`src/rtl/gate_count_ctrl.sv`:
```
// gate_count_ctrl: gated pulse-count sequencer for a 3-digit BCD counter datapath
// Ports: clk/rst (async high) | start_i, cont_i, abort_i control | num_i pulse input
//        cnt_bcd_i/cnt_of_i live datapath value | cnt_clr_o/cnt_inc_o datapath control
//        res_bcd_o/res_of_o/res_stb_o latched result | busy_o, state_o status
// Option: GATE_OVF_STOP_EN ends the gate window early on datapath overflow.
`timescale 1ns/1ps
module gate_count_ctrl #(
  parameter int GATE_CYCLES = 1000,
  parameter int HOLD_CYCLES = 200
) (
  input  logic        clk,
  input  logic        rst,
  input  logic        start_i,
  input  logic        cont_i,
  input  logic        abort_i,
  input  logic        num_i,
  input  logic [11:0] cnt_bcd_i,
  input  logic        cnt_of_i,
  output logic        cnt_clr_o,
  output logic        cnt_inc_o,
  output logic [11:0] res_bcd_o,
  output logic        res_of_o,
  output logic        res_stb_o,
  output logic        busy_o,
  output logic [2:0]  state_o
);
  typedef enum logic [2:0] {
    IDLE = 3'd0, CLEAR = 3'd1, GATE = 3'd2, SETTLE = 3'd3, LATCH = 3'd4, HOLD = 3'd5
  } state_t;
  localparam int GW = $clog2(GATE_CYCLES + 1);
  localparam int HW = $clog2(HOLD_CYCLES + 1);
  localparam logic [GW-1:0] G_LAST = GW'(GATE_CYCLES - 1);
  localparam logic [HW-1:0] H_LAST = HW'(HOLD_CYCLES - 1);
  state_t state_q, state_d;
  logic [GW-1:0] gate_q, gate_d;
  logic [HW-1:0] hold_q, hold_d;
  logic [11:0] res_bcd_q, res_bcd_d;
  logic res_of_q, res_of_d, res_stb_q, res_stb_d, num_q, ovf_stop;
`ifdef GATE_OVF_STOP_EN
  assign ovf_stop = cnt_of_i;
`else
  assign ovf_stop = 1'b0;
`endif
  always_ff @(posedge clk or posedge rst) begin
    if (rst) begin
      state_q   <= IDLE;
      gate_q    <= '0;
      hold_q    <= '0;
      res_bcd_q <= '0;
      res_of_q  <= 1'b0;
      res_stb_q <= 1'b0;
      num_q     <= 1'b0;
    end else begin
      state_q   <= state_d;
      gate_q    <= gate_d;
      hold_q    <= hold_d;
      res_bcd_q <= res_bcd_d;
      res_of_q  <= res_of_d;
      res_stb_q <= res_stb_d;
      num_q     <= num_i;
    end
  end
  always_comb begin
    state_d   = state_q;
    gate_d    = gate_q;
    hold_d    = hold_q;
    res_bcd_d = res_bcd_q;
    res_of_d  = res_of_q;
    res_stb_d = 1'b0;
    if (abort_i && state_q != IDLE) state_d = IDLE;
    else case (state_q)
      IDLE:   state_d = start_i ? CLEAR : IDLE;
      CLEAR: begin
        gate_d  = '0;
        state_d = GATE;
      end
      GATE: begin
        gate_d  = gate_q + 1'b1;
        state_d = (gate_q == G_LAST || ovf_stop) ? SETTLE : GATE;
      end
      SETTLE: state_d = LATCH;
      LATCH: begin
        res_bcd_d = cnt_bcd_i;
        res_of_d  = cnt_of_i;
        res_stb_d = 1'b1;
        hold_d    = '0;
        state_d   = cont_i ? HOLD : IDLE;
      end
      HOLD: begin
        hold_d  = hold_q + 1'b1;
        state_d = (hold_q == H_LAST) ? (cont_i ? CLEAR : IDLE) : HOLD;
      end
      default: state_d = IDLE;
    endcase
  end
  // abort suppresses the increment in the cycle it takes effect
  assign cnt_inc_o = (state_q == GATE) & num_i & ~num_q & ~abort_i;
  assign cnt_clr_o = (state_q == CLEAR);
  assign res_bcd_o = res_bcd_q;
  assign res_of_o  = res_of_q;
  assign res_stb_o = res_stb_q;
  assign busy_o    = (state_q != IDLE);
  assign state_o   = state_q;
endmodule

```
`config.mk`:
```
export PLATFORM = sky130hd
export DESIGN_NAME = gate_count_ctrl
export DESIGN_NICKNAME = d
export VERILOG_FILES = /design/src/rtl/gate_count_ctrl.sv
export SDC_FILE = /design/constraint.sdc
export NUM_CORES = 1
export LEC_CHECK = 0
export ABC_AREA = 1
export CAP_MARGIN = 20
export CORE_ASPECT_RATIO = 1.5
export CORE_MARGIN = 5
export CORE_UTILIZATION = 41
export CTS_CLUSTER_DIAMETER = 80
export DETAILED_ROUTE_END_ITERATION = 8
export GPL_ROUTABILITY_DRIVEN = 0
export PLACE_DENSITY_LB_ADDON = 0.05
export SKIP_CTS_REPAIR_TIMING = 1
export SLEW_MARGIN = 10
export SYNTH_ARGS = -nofsm -noshare
export SYNTH_HDL_FRONTEND = slang
export SYNTH_SLANG_ARGS = --single-unit
```
`constraint.sdc`:
```
create_clock -name clk -period 1.8 [get_ports clk]
set_clock_uncertainty 0.2 [all_clocks]
set_input_delay 0.45 -clock clk [delete_from_list [all_inputs] [get_ports clk]]
set_output_delay 0.45 -clock clk [all_outputs]
set_load 0.01 [all_outputs]
```
# After elaboration in Yosys (flattened, before gate mapping)
# Index checks and enable logic that the tools add are counted.
# totals
ff_bits,36
inputBits,19
out_inout_bits,20
wordCells,41
# classes
add_sub_neg,2
n_eq_ne,7
n_mux,11
n_bitwise,6
n_reduce_logical,8
# op_table
operator,n
$pmux W10 S2,1
$pmux W3 S6,1
$pmux W8 S2,1
$add A10 B1 Y10 const B,1
$eq A10 B10 Y1 const B,1
$mux W3,3
$add A8 B1 Y8 const B,1
$eq A8 B8 Y1 const B,1
$eq A3 B2 Y1 const B,2
$eq A3 B3 Y1 const B,2
$reduce_and A2 Y1,3
$mux W1,5
$reduce_bool A2 Y1,2
$and A1 B1 Y1,3
$eq A3 B1 Y1 const B,1
$logic_not A3 Y1,1
$not A1 Y1,3
$reduce_bool A3 Y1,1
$logic_and A1 B1 Y1,1

# Longest topological paths before layout
# logic_depth
depth_word,4
mapped_depth,8
ltp_nobuf,8

# Worst setup path before layout
# No wires, ideal clock.
# synth_path
kind,reg2out
startpoint,reg state_q[2] (netlist: state_o[2])
endpoint,out cnt_inc_o
arrival_time_ns,1.167
t_required_ns,1.150
slack_ns,-0.017
stages_incl_launch_ff,6
n_path_buf,0
path_cell_list,dfrtp_1 > inv_2 > nand3_2 > inv_2 > nand2_1 > nor3b_1
# synth_between
elab_chain_len,4
# synth_rtl
item,line,text
start: declaration,34,"state_t state_q, state_d;"
start signal: assignment,54,state_q <= state_d;
$eq A3 B2 Y1,97,assign cnt_inc_o = (state_q == GATE) & num_i & ~num_q & ~abort_i;
$and A1 B1 Y1 (3 in series),97,
end: declaration,20,"output logic cnt_inc_o,"
# No other way between the ends.

# Worst setup path after layout
# layout_path
startpoint,reg state_q[0] (netlist: state_o[0])
endpoint,out cnt_inc_o
# The elaborated chain is that of the path after synthesis.

==> reports/metrics.yaml <==
io_pins: 39
synth_area_leaders: "dfrtp_1 49%, nand2_1 17%, nor2_1 4.9%"
path_class: "reg2out"
ir_drop_mv: 0.5830
fp.coreArea_mm2: 0.004282
setup_viol: 1
cap_violations: 0
fin_hold_ws_ns: 0.2650
overflow: 0
synth_cells: 234
finalNonFillerCells: 344
synth_flop_cell: "dfrtp_1"
dpl.cell_count: 334
wire_per_inst_um: 12.33
finalCriticalPeriod_ns: 1.881
layout.nets: 318
hpwl_um: 3161
cp-end-kind: "primary output"
cp_cell_sequence: "inv_2 -> nand3_2 -> inv_2 -> nand2_2 -> nor3b_2 -> buf_2"
grt_max_degree: 37
antenna_left: 0
synth_most_common_cell: "nand2_1"
final_hold_viol_count: 0
synthAdderAreaFrac_pct: 1.368
cts_buffer_depth: 2
crit_fanout: 2
clk_latency_ns: 0.28
die_area_mm2: 0.005925
timing.critical_path.mode_cell: "inv_2"
min_period_over_period_pct: 104.5
min-delay-path-class: "reg2reg"
die_x_um: 64.54
fin_util_pct: 59.73
clk_pin_slew_ns: 0.07
cpLargestDelayFamily: "flip-flops"
timing_worst_slew_pin_value_ns: 0.3181
slew_headroom_pct: 78.77
cpPeakStageDelay_ns: 0.40
num_vias: 1673
syn_area_mm2: 0.001829
p_leak_nw: 1.445
slew_viol_final: 0
syn_area_per_cell_um2: 7.817
slowest_stage: "dfrtp_1"
grt_pass1_wl_um: 7452
synth_top_area_share_pct: 49.25
grt_setup_unrepaired: "yes"
finalInstanceArea_mm2: 0.002557
cts_made_buffers: 5
drive_gt1_share_pct: 17.45
yosysUniqueCellTypes: 28
h-tree-depth: 2
dpl_cell_area_mm2: 0.002400
cp_num_buf_inv: 3
row_count: 29
worstSetupStartpointType: "flip-flop"
synthMuxAreaShare_pct: 0.5472
ys_seq_area_share_pct: 49.25
vias_per_cell: 4.863
synth_simple_gate_area_share_pct: 35.57
clockRootBuffer: "clkbuf_8"
required_ns: 1.15
die_h_um: 91.81
ys_ff_latch: 36
route.detailed.drc: 0
ys_top_cells_by_count: "83 x nand2_1, 36 x dfrtp_1, 24 x nor2_1, 20 x inv_1, 17 x nand3_1"
cts_tree: "done"
yosysTopAreaCell: "dfrtp_1"
async_flop_share_pct: 100.0
synth.net_count: 255
areaGrowthSynthToFinish_pct: 39.81
synth_edf_count: 0
violations: "setup timing"
totalWireLength_um: 4240
clock_sinks: 36
start_util_pct: 42.72
diodes: 0
synthXorXnorAreaFrac_pct: 0.4788
yosysWarnings: 0
first_pass_iters: 4
max_freq_ghz: 0.5317
arrival_ns: 1.23
status: "complete, but fails checks"
grt.total_usage_pct: 15.84
grt_pass1_vias: 1635
antenna_found_initial: 0
port_buffers: 38
synth_top_family_by_area: "simple AND/OR/NAND/NOR gates"
setup_ws_ns: -0.08093
p_per_area_mw_per_mm2: 1259
synth_compound_area_share_pct: 5.540
drtIter0Drc: 60
finalPower_mw: 3.219
cell families after synthesis:
group | Yosys count
xor gates and xnor gates | 1
and+or+nand+nor | 146
adders and majority gates | 2
DFF | 36
muxes | 1
AOI/OAI and AO/OA | 18
buffers and inverters | 30
through the flow:
stage | worst slack, ns | TNS [ns]
detailed placement | -0.6185 | -2.730
CTS | -0.6185 | -2.570
global route | -0.1742 | -0.2532
finish | -0.08093 | -0.08093
floorplan | 0.07014 | 0
global placement | -0.6299 | -3.163
cell type report:
cell class / count / area [um^2]
tap: 46 / 57.56
multi-input combinational: 168 / 813.3
clock buffer: 8 / 90.09
inverter: 26 / 97.59
fill: 405 / 1724
sequential: 36 / 900.9
timing repair buffer: 60 / 598.1
worst min-delay path, stage by stage (launching register included):
cell,delay (ns)
dfrtp_1,0.34
nand2_1,0.05
nand2_1,0.05
report_power, final:
group	leakage [nW]	switching (mW)	internal, mW
Clock	0.0455	0.276	0.312
Sequential	0.477	0.143	1.04
Combinational	0.922	0.722	0.722
Total	1.44	1.14	2.08
flip-flops by register name, summed over array words and instances (netlist names):
| signal | cells |
|---|---|
| hold_q | 8 |
| num_q | 1 |
| res_bcd_o | 12 |
| res_stb_o | 1 |
| res_of_o | 1 |
| gate_q | 10 |
| state_o | 3 |
per-layer routing:
metal  track usage (%)  vias up  wire, um  part of all wire (%)
met5                 0        -         0                     0
met4             5.291        0        64                   1.5
met3             4.768        4       196                   4.6
met2             28.45       30      2237                    53
met1             17.53      768      1741                    41
li1                  -      871         -                     -
layout by cell type (no fill, tap or decap), types with 6 or more instances in the layout:
cell type	n
nand2_1	82
dfrtp_1	36
nor2_1	24
inv_1	18
buf_4	18
dlymetal6s2s_1	17
clkdlybuf4s50_1	17
nand3_1	16
o21ai_1	9
inv_2	8
nand4_1	8
clkbuf_8	6
path summary, 6_finish.rpt:
path	startpoint	to	slack, ns	cells after the start
worst max-delay path	state_o[0]	cnt_inc_o	-0.08	6
worst min-delay path	res_bcd_o[1]	res_bcd_o[1]	0.27	2
worst max register to register	state_o[1]	hold_q[5]	0.15	8
worst min register to register	res_bcd_o[1]	res_bcd_o[1]	0.27	2
max in group asynchronous	rst	gate_q[1]	0.89	3
min in group asynchronous	rst	res_bcd_o[5]	0.31	3
No activity file was read; power rests on OpenSTA's default activity.
